<file path="src/rtl/jogador_pkg.sv">
// Shared types and constants for the memory-game auto-player: state codes,
// reference play sequence, and the chaves/index/timer widths.
package jogador_pkg;
  localparam int CH_W  = 4;
  localparam int IDX_W = 4;
  localparam int TMR_W = 8;

  typedef enum logic [3:0] {
    OCIOSO     = 4'd0,
    PULSO_INI  = 4'd1,
    ESPERA_INI = 4'd2,
    APLICA     = 4'd3,
    SOLTA      = 4'd4,
    AGUARDA    = 4'd5,
    FIM_OK     = 4'd6,
    FIM_ERRO   = 4'd7
  } estado_e;

  // Element 0 is the rightmost entry: play 0 = 0001, play 15 = 0100.
  localparam logic [15:0][CH_W-1:0] SEQ = {
    4'b0100, 4'b0001, 4'b1000, 4'b1000, 4'b0100, 4'b0100, 4'b0010, 4'b0010,
    4'b0001, 4'b0001, 4'b0010, 4'b0100, 4'b1000, 4'b0100, 4'b0010, 4'b0001
  };

  function automatic logic [CH_W-1:0] rotl1(input logic [CH_W-1:0] v);
    return {v[CH_W-2:0], v[CH_W-1]};
  endfunction
endpackage

</file>
<file path="src/rtl/jogador_automatico_if.sv">
// Player <-> game core handshake: player drives iniciar/chaves, core answers
// with pronto/acertou/errou.
interface jogador_automatico_if;
  import jogador_pkg::*;
  logic            iniciar;
  logic [CH_W-1:0] chaves;
  logic            pronto;
  logic            acertou;
  logic            errou;

  modport master (output iniciar, chaves, input pronto, acertou, errou);
  modport slave  (input iniciar, chaves, output pronto, acertou, errou);
endinterface

</file>
<file path="src/rtl/temporizador_jogador.sv">
// Loadable down-counter shared by all timed states; stops at zero.
module temporizador_jogador
  import jogador_pkg::*;
(
  input  logic             clock,
  input  logic             reset,
  input  logic             carrega,
  input  logic             conta,
  input  logic [TMR_W-1:0] valor,
  output logic             zero
);
  logic [TMR_W-1:0] cnt_q, cnt_d;

  always_comb begin
    cnt_d = cnt_q;
    if (carrega)                   cnt_d = valor;
    else if (conta && cnt_q != '0) cnt_d = cnt_q - 1'b1;
  end

  always_ff @(posedge clock or negedge reset)
    if (!reset) cnt_q <= '0;
    else        cnt_q <= cnt_d;

  assign zero = (cnt_q == '0);
endmodule

</file>
<file path="src/rtl/jogador_automatico.sv">
// Hardware auto-player replaying the reference sequence into the game core.
// Optional JOGADOR_INJETA_ERRO_EN corrupts play ERRO_POS (rotated left by 1).
module jogador_automatico
  import jogador_pkg::*;
#(
  parameter int N_JOGADAS = 16,
  parameter int T_INICIAR = 5,
  parameter int T_JOGADA  = 10,
  parameter int T_ESPERA  = 10,
  parameter int T_TIMEOUT = 255
`ifdef JOGADOR_INJETA_ERRO_EN
  , parameter int ERRO_POS = 4
`endif
) (
  input  logic                 clock,
  input  logic                 reset,
  input  logic                 comecar,
  jogador_automatico_if.master jogo,
  output logic [IDX_W-1:0]     jogada_idx,
  output logic                 sucesso,
  output logic                 falha,
  output logic                 timeout,
  output logic [3:0]           db_estado
);
  // Timer is loaded with duration-1 on entry so each state lasts exactly T cycles.
  localparam logic [TMR_W-1:0] V_INI = TMR_W'(T_INICIAR - 1);
  localparam logic [TMR_W-1:0] V_JOG = TMR_W'(T_JOGADA - 1);
  localparam logic [TMR_W-1:0] V_ESP = TMR_W'(T_ESPERA - 1);
  localparam logic [TMR_W-1:0] V_TMO = TMR_W'(T_TIMEOUT - 1);
  localparam logic [IDX_W-1:0] ULTIMO = IDX_W'(N_JOGADAS - 1);

  estado_e          state_q, state_d;
  logic [IDX_W-1:0] idx_q, idx_d;
  logic             iniciar_q, iniciar_d, sucesso_q, sucesso_d;
  logic             falha_q, falha_d, timeout_q, timeout_d;
  logic [CH_W-1:0]  chaves_q, chaves_d;
  logic             carrega, zero, fim_in, ultima;
  logic [TMR_W-1:0] valor;

  temporizador_jogador u_tmr (
    .clock(clock), .reset(reset), .carrega(carrega), .conta(1'b1),
    .valor(valor), .zero(zero)
  );

  function automatic logic [CH_W-1:0] chaves_de(input logic [IDX_W-1:0] i);
`ifdef JOGADOR_INJETA_ERRO_EN
    return (i == IDX_W'(ERRO_POS)) ? rotl1(SEQ[i]) : SEQ[i];
`else
    return SEQ[i];
`endif
  endfunction

  assign fim_in = jogo.pronto & jogo.acertou;
  assign ultima = (idx_q == ULTIMO);

  always_comb begin
    state_d   = state_q;
    idx_d     = idx_q;
    timeout_d = timeout_q;
    carrega   = 1'b0;
    valor     = '0;
    unique case (state_q)
      OCIOSO, FIM_OK, FIM_ERRO:
        if (comecar) begin
          state_d = PULSO_INI; idx_d = '0; timeout_d = 1'b0;
          carrega = 1'b1; valor = V_INI;
        end
      PULSO_INI:
        if (zero) begin state_d = ESPERA_INI; carrega = 1'b1; valor = V_ESP; end
      ESPERA_INI:
        if (zero) begin state_d = APLICA; carrega = 1'b1; valor = V_JOG; end
      APLICA, SOLTA:
        if (jogo.errou) state_d = FIM_ERRO;
        // Finish reported during the last play counts; any earlier one is a failure.
        else if (fim_in) state_d = ultima ? FIM_OK : FIM_ERRO;
        else if (zero) begin
          carrega = 1'b1;
          if (state_q == APLICA) begin
            state_d = SOLTA; valor = V_ESP;
          end else if (ultima) begin
            state_d = AGUARDA; valor = V_TMO;
          end else begin
            state_d = APLICA; valor = V_JOG; idx_d = idx_q + 1'b1;
          end
        end
      AGUARDA:
        if (jogo.errou)  state_d = FIM_ERRO;
        else if (fim_in) state_d = FIM_OK;
        else if (zero) begin state_d = FIM_ERRO; timeout_d = 1'b1; end
      default: state_d = OCIOSO;
    endcase
    iniciar_d = (state_d == PULSO_INI);
    chaves_d  = (state_d == APLICA) ? chaves_de(idx_d) : '0;
    sucesso_d = (state_d == FIM_OK);
    falha_d   = (state_d == FIM_ERRO);
  end

  always_ff @(posedge clock or negedge reset)
    if (!reset) begin
      state_q   <= OCIOSO;
      idx_q     <= '0;
      iniciar_q <= 1'b0;
      chaves_q  <= '0;
      sucesso_q <= 1'b0;
      falha_q   <= 1'b0;
      timeout_q <= 1'b0;
    end else begin
      state_q   <= state_d;
      idx_q     <= idx_d;
      iniciar_q <= iniciar_d;
      chaves_q  <= chaves_d;
      sucesso_q <= sucesso_d;
      falha_q   <= falha_d;
      timeout_q <= timeout_d;
    end

  assign jogo.iniciar = iniciar_q;
  assign jogo.chaves  = chaves_q;
  assign jogada_idx   = idx_q;
  assign sucesso      = sucesso_q;
  assign falha        = falha_q;
  assign timeout      = timeout_q;
  assign db_estado    = state_q;
endmodule

</file>
<file path="src/flat_wrapper.sv">
// flat-port wrapper written by rule: the top's interface ports become plain ports
module jogador_automatico_flat import jogador_pkg::*;
#(
  parameter int N_JOGADAS = 16,
  parameter int T_INICIAR = 5,
  parameter int T_JOGADA  = 10,
  parameter int T_ESPERA  = 10,
  parameter int T_TIMEOUT = 255

)
  (clock, reset, comecar, jogada_idx, sucesso, falha, timeout, db_estado, jogo_iniciar, jogo_chaves, jogo_pronto, jogo_acertou, jogo_errou);
  jogador_automatico_if jogo_i ();
  input  logic clock;
  input  logic reset;
  input  logic comecar;
  output logic [IDX_W-1:0] jogada_idx;
  output logic sucesso;
  output logic falha;
  output logic timeout;
  output logic [3:0] db_estado;
  output wire logic [$bits(jogo_i.iniciar)-1:0] jogo_iniciar;
  output wire logic [$bits(jogo_i.chaves)-1:0] jogo_chaves;
  input wire logic [$bits(jogo_i.pronto)-1:0] jogo_pronto;
  input wire logic [$bits(jogo_i.acertou)-1:0] jogo_acertou;
  input wire logic [$bits(jogo_i.errou)-1:0] jogo_errou;
  assign jogo_iniciar = jogo_i.iniciar;
  assign jogo_chaves = jogo_i.chaves;
  assign jogo_i.pronto = jogo_pronto;
  assign jogo_i.acertou = jogo_acertou;
  assign jogo_i.errou = jogo_errou;
  jogador_automatico #(.N_JOGADAS(N_JOGADAS), .T_INICIAR(T_INICIAR), .T_JOGADA(T_JOGADA), .T_ESPERA(T_ESPERA), .T_TIMEOUT(T_TIMEOUT)) u_core (.clock(clock), .reset(reset), .comecar(comecar), .jogo(jogo_i), .jogada_idx(jogada_idx), .sucesso(sucesso), .falha(falha), .timeout(timeout), .db_estado(db_estado));
endmodule
</file>
<file path="config.mk">
export PLATFORM = sky130hd
export DESIGN_NAME = jogador_automatico_flat
export DESIGN_NICKNAME = d
export VERILOG_FILES = /design/src/rtl/jogador_pkg.sv /design/src/rtl/jogador_automatico_if.sv /design/src/rtl/temporizador_jogador.sv /design/src/rtl/jogador_automatico.sv /design/src/flat_wrapper.sv
export SDC_FILE = /design/constraint.sdc
export NUM_CORES = 1
export LEC_CHECK = 0
export ABC_CLOCK_PERIOD_IN_PS = 7600
export BUFFER_PORTS_ARGS = -buffer_cell sky130_fd_sc_hd__buf_4
export CORE_MARGIN = 3
export CORE_UTILIZATION = 39
export CTS_BUF_LIST = sky130_fd_sc_hd__clkbuf_8
export DETAILED_ROUTE_END_ITERATION = 12
export GPL_TIMING_DRIVEN = 1
export PLACE_DENSITY_LB_ADDON = 0.3
export SLEW_MARGIN = 20
export SYNTH_ARGS = -nofsm -noshare
export SYNTH_HDL_FRONTEND = slang
export SYNTH_HIERARCHICAL = 1
export SYNTH_SLANG_ARGS = --single-unit
</file>
<file path="constraint.sdc">
create_clock -name clock -period 7.6 [get_ports clock]
set_input_delay 1.52 -clock clock [delete_from_list [all_inputs] [get_ports clock]]
set_output_delay 1.52 -clock clock [all_outputs]
set_load 0.01 [all_outputs]
</file>
==> impl_metrics.json <==
{
  "setup_viol": 0,
  "grt_pass1_vias": 1405,
  "grt_remaining_overflow": 0,
  "vdd_drop_max_uv": 126,
  "ant_nets": 0,
  "fin_crit_ns": 3.52,
  "grt_antenna_before_repair": 0,
  "cts_buffers": 3,
  "period_share_pct": 46.3,
  "area_delta_synth_final_pct": 16.4,
  "num-nets-final": 221,
  "numPortBuffers": 21,
  "synth_flop_cell": "dfrtp_1",
  "reg2reg_depth": 10,
  "num_rows": 23,
  "coreArea_um2": 4090,
  "netlist_area_um2": 1680,
  "gr-usage-met1_pct": 20.8,
  "drc": 0,
  "ys_ff_latch": 24,
  "syn_avg_cell_area_um2": 8.94,
  "grt_max_degree": 25,
  "detail_route.wl_per_cell_um": 14.5,
  "path_class": "reg -> reg",
  "synth_cells": 188,
  "hold_path_class": "reg -> reg",
  "synthDistinctLibCells": 68,
  "maxSlewHeadroom_pct": 49.2,
  "die_w_um": 71.6,
  "power_density_nw_per_um2": 222,
  "cp_data_arrival_time_ns": 3.67,
  "synth-edff-count": 0,
  "max_clock_freq_ghz": 0.284,
  "cts_tree": "done",
  "status": "finished clean",
  "grt-busiest-layer": "met2",
  "cts.clk_slew.worst_paths_ns": 0.08,
  "cts_max_level": 1,
  "drive_gt1_share_pct": 20.9,
  "worst_ep_required_time_ns": 7.75,
  "drt-initial-drc-count": 92,
  "finish.utilization_pct": 47.9,
  "final_common_cell": "dfrtp_1",
  "place_congestion": 0.812,
  "gr-usage-met2_pct": 24.7,
  "cp_max_fo": 14,
  "routed_wl_um": 3770,
  "first_pass_iters": 5,
  "vias_per_cell": 5.80,
  "top_level_ports": 22,
  "yosysWarnings": 6,
  "ys_seq_area_share_pct": 35.7,
  "fp.dieH_um": 71.6,
  "use_met3_pct": 3.93,
  "worstSetupStartpointType": "register",
  "grt.total_usage_pct": 15.3,
  "ctsResizeCount": 0,
  "clock_sinks": 24,
  "maxCapViolCount": 0,
  "hpwl_um": 2690,
  "grt_pass1_wl_um": 6470,
  "mostFrequentLayoutCells": "24 x dfrtp_1, 21 x buf_4, 14 x nor2_1",
  "setup_tns_ns": 0,
  "die_area_um2": 5130,
  "cts_root_buffer": "clkbuf_8",
  "worstSkewPairLatency_ns": 0.27,
  "skew_ns": 0.00362,
  "rsz0062_at_grt": "no",
  "hold_violations": 0,
  "maxSlewViolCount": 0,
  "ctsHoldBuffers": 0,
  "cts_buffer_depth": 2,
  "synth-async-reset-ratio_pct": 100,
  "cts_setup_buffers": 0,
  "worst_slew_pin_slew_ns": 0.759,
  "antenna_cells": 0,
  "worstSetupEndpointType": "register",
  "p_leak_uw": 0.000859,
  "vias": 1514,
  "start_util_pct": 41.1,
  "holdPathStages": 1
}
Yosys cell counts (2+ instances only):
library cell | number | area, um^2
a211o_1 | 5 | 43.8
a21o_1 | 2 | 15.0
a21oi_1 | 12 | 60.1
a21oi_2 | 2 | 17.5
a2bb2oi_1 | 2 | 17.5
a31oi_1 | 3 | 18.8
and3_1 | 3 | 18.8
buf_2 | 4 | 20.0
clkbuf_1 | 3 | 11.3
conb_1 | 2 | 7.51
dfrtp_1 | 24 | 601
ha_1 | 3 | 37.5
inv_1 | 8 | 30.0
mux2i_1 | 2 | 20.0
nand2_1 | 9 | 33.8
nand2b_1 | 4 | 25.0
nand3_1 | 10 | 50.1
nand4_1 | 4 | 25.0
nor2_1 | 14 | 52.6
nor2b_1 | 5 | 31.3
nor3_1 | 4 | 20.0
nor3b_1 | 4 | 30.0
o21a_1 | 2 | 15.0
o21ai_0 | 5 | 25.0
or2_2 | 3 | 18.8
or3_1 | 3 | 18.8
or3b_2 | 3 | 26.3
or4_1 | 3 | 22.5
final timing paths:
path / from / to / slack [ns]
worst max-delay path: u_core/u_tmr/cnt_q[0] / u_core/u_tmr/cnt_q[5] / 4.08
worst min-delay path: u_core/timeout / u_core/timeout / 0.51
worst max register to register: u_core/u_tmr/cnt_q[0] / u_core/u_tmr/cnt_q[5] / 4.08
worst min register to register: u_core/timeout / u_core/timeout / 0.51
max in group asynchronous: reset / u_core/db_estado[2] / 6.23
min in group asynchronous: reset / u_core/u_tmr/cnt_q[4] / 1.13
routing by layer:
layer,vias to the layer above,routed length [um]
met4,0,26
met3,4,139
met2,24,1870
li1,747,-
met1,739,1730
met5,-,0
worst max-delay path: stages, from the launching register on:
cell	delay, ns
dfrtp_1	0.43
inv_1	0.12
ha_1	0.20
or3b_2	0.50
nor2_1	0.60
nand2b_1	0.31
a21oi_1	0.23
or2_2	0.30
clkinv_1	0.28
o311a_1	0.20
a221o_1	0.25
stage by stage:
stage	instances	power, uW	setup slack (ns)	area [um^2]	hold slack, ns
2_1_floorplan	194	285	4.52	1700	0.530
3_3_place_gp	257	323	4.18	1880	0.485
3_5_place_dp	257	324	4.12	1880	0.493
4_1_cts	261	437	4.10	1960	0.514
5_1_grt	261	467	3.85	1960	0.534
6_report	261	433	4.08	1960	0.505
kinds of logic (layout without fill, tap and decap cells):
logic type / after synthesis / in the layout / synth area share [%]
buf+inv: 19 / 36 / 4.91
compound gates: 56 / 56 / 26.0
flops: 24 / 24 / 35.7
other cells: 2 / 8 / 0.447
fa+ha+maj: 3 / 3 / 2.23
simple gates: 82 / 82 / 29.5
mux: 2 / 2 / 1.19
where the power goes:
group / switching [uW] / internal, uW
clock: 41.3 / 70.4
sequential: 32.8 / 150
combinational: 76.6 / 62.7
sequential cells by signal, summed over array words and instances (netlist names):
| signal | flops |
|---|---|
| u_core/db_estado | 4 |
| u_core/falha | 1 |
| u_core/jogada_idx | 4 |
| u_core/jogo.chaves | 4 |
| u_core/jogo.iniciar | 1 |
| u_core/sucesso | 1 |
| u_core/timeout | 1 |
| u_core/u_tmr/cnt_q | 8 |
final cells by class:
class | instances | area, um^2
clock buffer | 3 | 41.3
clock inverter | 1 | 30.0
fill | 407 | 2130
inverter | 11 | 43.8
multi-input combinational | 151 | 1020
sequential | 24 | 601
tap | 50 | 62.6
timing repair buffer | 21 | 158
Power figures use the tool's default switching activity.
